**config.mk**
```make
export PLATFORM = sky130hd
export DESIGN_NAME = ems_page_mapper
export DESIGN_NICKNAME = d
export VERILOG_FILES = /design/src/rtl/ems_page_mapper.sv
export SDC_FILE = /design/constraint.sdc
export NUM_CORES = 1
export LEC_CHECK = 0
export BUFFER_PORTS_ARGS = -buffer_cell sky130_fd_sc_hd__buf_4
export CAP_MARGIN = 20
export CORE_MARGIN = 4
export CORE_UTILIZATION = 52
export CTS_CLUSTER_SIZE = 10
export DETAILED_ROUTE_END_ITERATION = 6
export PLACE_DENSITY = 0.95
export SYNTH_ARGS = -nofsm -noshare
export SYNTH_HDL_FRONTEND = slang
export SYNTH_SLANG_ARGS = --single-unit
```
**constraint.sdc**
```tcl
create_clock -name clock -period 3.4 [get_ports clock]
set_clock_uncertainty 0.2 [all_clocks]
set_input_delay 0.51 -clock clock [delete_from_list [all_inputs] [get_ports clock]]
set_output_delay 0.51 -clock clock [all_outputs]
set_load 0.02 [all_outputs]
```
**src/rtl/ems_page_mapper.sv**
```systemverilog
// ems_page_mapper
//   LIM-style EMS page-register block feeding the SDRAM RAM stage.
//   Four 8-bit page registers are written through a small I/O port and
//   remap 16 KB windows of a 64 KB page frame into the 2 MB EMS area.
// Ports
//   clock, reset          system clock, async active-high reset
//   ems_enabled           global enable (decode, writes, readback)
//   ems_address[1:0]      I/O base: 208h/218h/258h/268h
//   ems_frame[1:0]        frame: C0000h/D0000h/E0000h/disabled
//   io_address[15:0]      CPU I/O address
//   internal_data_bus     CPU write data
//   io_read_n/io_write_n  active-low I/O strobes
//   address[19:0]         CPU memory address
//   map_ems[0:3]          page number for each window
//   ems_b1..ems_b4        memory address hits a mapped window
//   io_data_out           page register readback, 0 when not selected
//   io_select_n           low while a page register is being read
module ems_page_mapper #(
  parameter logic [7:0] UNMAPPED_VALUE = 8'hFF
) (
  input  logic             clock,
  input  logic             reset,
  input  logic             ems_enabled,
  input  logic [1:0]       ems_address,
  input  logic [1:0]       ems_frame,
  input  logic [15:0]      io_address,
  input  logic [7:0]       internal_data_bus,
  input  logic             io_read_n,
  input  logic             io_write_n,
  input  logic [19:0]      address,
  output logic [0:3][6:0]  map_ems,
  output logic             ems_b1,
  output logic             ems_b2,
  output logic             ems_b3,
  output logic             ems_b4,
  output logic [7:0]       io_data_out,
  output logic             io_select_n
);

  localparam logic [0:0] WR_IDLE    = 1'b0;
  localparam logic [0:0] WR_CAPTURE = 1'b1;

  logic [3:0][7:0] page_reg;
  logic [0:0]      wr_state;
  logic [1:0]      wr_idx;
  logic [7:0]      wr_data;
  logic [15:0]     base;
  logic            io_hit;
  logic [1:0]      idx;
  logic            frame_hit;
  logic [1:0]      win;
  logic [3:0]      ems_b;

  always_comb begin
    case (ems_address)
      2'd0:    base = 16'h0208;
      2'd1:    base = 16'h0218;
      2'd2:    base = 16'h0258;
      default: base = 16'h0268;
    endcase
  end

  assign io_hit = ems_enabled & (io_address[15:2] == base[15:2]);
  assign idx    = io_address[1:0];

  // Index is latched on the first strobe-low edge only; data keeps following
  // the bus so the commit on the strobe's rising edge uses the last value.
  always_ff @(posedge clock or posedge reset) begin
    if (reset) begin
      wr_state <= WR_IDLE;
      wr_idx   <= 2'd0;
      wr_data  <= 8'h00;
      page_reg <= {4{UNMAPPED_VALUE}};
    end else begin
      case (wr_state)
        WR_IDLE: begin
          if (io_hit && !io_write_n) begin
            wr_state <= WR_CAPTURE;
            wr_idx   <= idx;
            wr_data  <= internal_data_bus;
          end
        end
        default: begin
          if (!ems_enabled) begin
            wr_state <= WR_IDLE;          // abort, nothing committed
          end else if (!io_write_n) begin
            wr_data  <= internal_data_bus;
          end else begin
            page_reg[wr_idx] <= wr_data;
            wr_state         <= WR_IDLE;
          end
        end
      endcase
    end
  end

  // Readback is combinational, so a simultaneous write shows the old value.
  always_comb begin
    io_select_n = 1'b1;
    io_data_out = 8'h00;
    if (io_hit && !io_read_n) begin
      io_select_n = 1'b0;
      io_data_out = page_reg[idx];
    end
  end

  assign frame_hit = ems_enabled & (ems_frame != 2'd3) &
                     (address[19:16] == (4'hC + {2'b00, ems_frame}));
  assign win = address[15:14];

  genvar n;
  generate
    for (n = 0; n < 4; n++) begin : g_win
      assign map_ems[n] = page_reg[n][6:0];
      // bit7 set means unmapped; the window compare keeps at most one hit
      assign ems_b[n]   = frame_hit & (win == 2'(n)) & ~page_reg[n][7];
    end
  endgenerate

  assign ems_b1 = ems_b[0];
  assign ems_b2 = ems_b[1];
  assign ems_b3 = ems_b[2];
  assign ems_b4 = ems_b[3];

endmodule
```
# == After elaboration in Yosys (flattened, before gate mapping) ==
# Index checks and enable logic that the tools add are counted.
# W data, S select, Z words.
# totals
register_bits,43
inputBits,53
out_inout_bits,41
# op_classes
mux,16
n_bitwise,16
add_sub_neg,1
magnitude_cmp,3
eq_ne,10
n_reduce_logical,11
# op_table
cell,n
$mux W8,7
$bwmux W32,1
$pmux W7 S3,1
$bmux W8 S2,1
$demux W8 S2,1
$eq A14 B14 Y1,1
$and A1 B1 Y1,11
$eq A2 B2 Y1 const B,3
$lt A2 B3 Y1 const B,2
$ne A2 B2 Y1 const B,3
$reduce_and A3 Y1,2
$mux W1,5
$not A1 Y1,5
$add A3 B3 Y4 const A,1
$eq A2 B1 Y1 const B,2
$eq A4 B4 Y1,1
$logic_not A2 Y1,2
$logic_and A1 B1 Y1,3
$ge A2 B1 Y1 const B,1
$logic_not A1 Y1,2
$reduce_and A2 Y1,1
$reduce_bool A2 Y1,1

# == Logic depth before layout (Yosys ltp) ==
# logic_depth
word_depth,7
depth_mapped,6
depth_no_buf,6

# == Worst setup path after synthesis ==
# Ideal clock, no wire load.
# synth_timing
path_kind,input port to output port
start,in ems_address[0]
end,out io_data_out[0]
stages,5
path_slack_ns,0.771
t_required_ns,2.690
arrival_time_ns,1.919
path_buffers,0
cell_sequence,inv_1 > ha_1 > or3_4 > a2111oi_4 > and3_1
# synth_between
elab_chain_cells,6
word_cells_on_any_way,8
# synth_rtl
element,line,text
"start, declared",24,"input logic [1:0] ems_address,"
$eq A2 B2 Y1 (tied with other cells),55,case (ems_address)
$pmux W7 S3 (*),55,
$eq A14 B14 Y1 (*),63,assign io_hit = ems_enabled & (io_address[15:2] == base[15:2]);
$and A1 B1 Y1 (*),63,
$logic_and A1 B1 Y1 (*),101,if (io_hit && !io_read_n) begin
$mux W8 (*),101,
"end, declared",36,"output logic [7:0] io_data_out,"
# Every way passes the cells marked *; elsewhere a longest branch is shown, timed or not.

# == Worst setup path after layout ==
# Same ends and word-level chain as after synthesis.

==> metrics.txt <==
total power 888 µW; Critical Path Sink io_data_out[0]; count leader, synth mux2_2; RR Endpoint map_ems[16]; leak pwr 1.40 nW; RR Startpoint wr_state; largest net degree at the start of global routing 44; row count 24; FMAX 347 MHz; first-pass GRT wire length 7.13 mm; port bufs 79; vias 1539; Cell Count, Final, Fillers Out 283; die area 5710 µm²; post-DP HPWL 3.66 mm; Routability Congestion 0.707; RSZ-0062 raised after global routing no; cell area after layout 2900 µm²; crit path max-delay cell type or3_4; drt drc 0; Worst-Margin Slew 746 ps; Final Setup Violations 0; Inserted Clock Buffers 5; status complete, no violations; CP most frequent cell buf_4; Final period util 84.7%; CP peak stage delay 430 ps; CTS root buf clkbuf_8; length of the first detailed-routing pass in iterations 4; most instantiated cells after synthesis 42 x mux2_2, 32 x dfstp_2, 28 x buf_4; Area contributors post-synth dfstp_2 35%, mux2_2 20%, dfrtp_1 12%; initial antenna violation count 0; vias in the first global route 1470; Synth async-reset ratio 100%; Post-Syn Instances 174; drt via density 5.44; Post-synth top flop dfstp_2; Pwr Density 306 nW/µm²; Chip Height 75.6 µm; Slew Viols, Final 0; Critical path origin ems_address[0]; layout cells sized above 1 76.6%; worst path arrival time 2170 ps; antenna cells 0; Tmin final 2880 ps; crit path max fanout 9; Overflow after GRT 0; cells on worst reg2reg path 3; WP data required 2690 ps; Mapped Avg Cell Area 13.6 µm²; chip width 75.6 µm; EDFF count, synth 0; final core occ 66.2%; initial core utilization 54.2%; Antenna Nets Post-Route 0; final hold violation count 0; WP buf/inv 4; total negative slack 0 ps; final wirelength 4.88 mm; Initial DRC Count 43; #FFs+latches synth 43; Placed Cells 275; Synth area leader dfstp_2; CP top delay family simple AND/OR/NAND/NOR gates; Post-CTS Setup Inserts 0; max FFs per register 28; post-synth cell types 31; WL per Instance 17.2 µm; Post-Syn Area 2370 µm²; Crit. End Element output pin; CP Launch Type primary input; setup slack, reg-to-reg 1540 ps; Syn Nets 229; DP Area 2820 µm²; Worst-path clk slew 70 ps; Core ar. 4380 µm²; H-tree levels 2; Synth top area share 35.4%; Post-CTS Resized 0; Seq/Total Area, Yosys 47.0%; Peak supply drop 230 µV; GRT Overall Usage 17.0%; Setup CP Type primary input to output pin; I/O pins 94; Clock Tree Buf Depth 2; Layout Nets 285; maxcap violations 0; Skew-Pair Late Insertion Delay 280 ps; worst hold path type primary input to asynchronous set/reset pin; Area Overhead vs Synth 22.2%; CTS tree built; critical path depth 8; clock sink total 43; CP cell instances buf_4 -> inv_1 -> ha_1 -> or3_4 -> a2111oi_4 -> buf_4 -> and3_1 -> buf_4; Hold-fix buffers, CTS 0; warnings from Yosys 0; Worst slew margin 50.0%
-- where the power goes --
group	switching, mW	internal (mW)
clock network	0.154	0.144
registers	0.000137	0.513
logic	0.0356	0.0409
total	0.190	0.698
-- cell families after synthesis --
family          synth area share (%)
fa+ha+maj                       1.05
simple gates                    10.0
flops                           47.0
mux                             27.5
buf+inv                         10.0
compound gates                  3.32
xor+xnor                        1.11
-- worst min path at each step --
stage               slack, ps     endpoint  cells after the start        from
floorplan                 330   wr_data[0]                      1  wr_data[0]
CTS                       180   wr_data[5]                      3       reset
detailed placement        380   wr_data[3]                      1  wr_data[3]
global placement          370  map_ems[24]                      1  wr_data[3]
finish                    160   wr_data[5]                      3       reset
global route              200   wr_data[5]                      3       reset
-- final cells by class --
cell class / count / area, µm²
sequential: 43 / 1120
clock buffer: 7 / 76.3
multi-input combinational: 96 / 1020
inverter: 3 / 11.3
fill: 322 / 1480
clock inverter: 1 / 5.00
tap: 52 / 65.1
timing repair buffer: 81 / 608
-- per-stage QoR --
stage | worst slack [ps] | hold slack, ps
after detailed placement | 520 | 376
final | 522 | 160
after global routing | 448 | 196
after global placement | 531 | 365
after floorplan | 771 | 328
after CTS | 506 | 175
-- tightest hold or removal path, delay by kind of cell --
family | cells | cell delay [ps]
buffers and inverters | 3 | 590
-- per-layer routing --
layer | track usage [%] | up-vias | routed length, µm
li1 | - | 716 | -
met1 | 19.2 | 753 | 1740
met4 | 4.08 | 0 | 66
met5 | 0 | - | 0
met2 | 31.9 | 61 | 2600
met3 | 4.49 | 9 | 476
-- cells in the final DEF, fill, tap and decap left out, types with 2 or more instances in the layout --
cell      count
and3_1       11
mux2_2       42
nand3_1       3
xnor2_1       3
clkbuf_1      2
mux4_2        8
clkbuf_8      5
inv_1         3
dfstp_2      32
ha_1          2
nor4bb_1      2
nor2_1        6
buf_4        81
nand2_1       4
dfrtp_1      11
(Power assumes the default switching activity.)
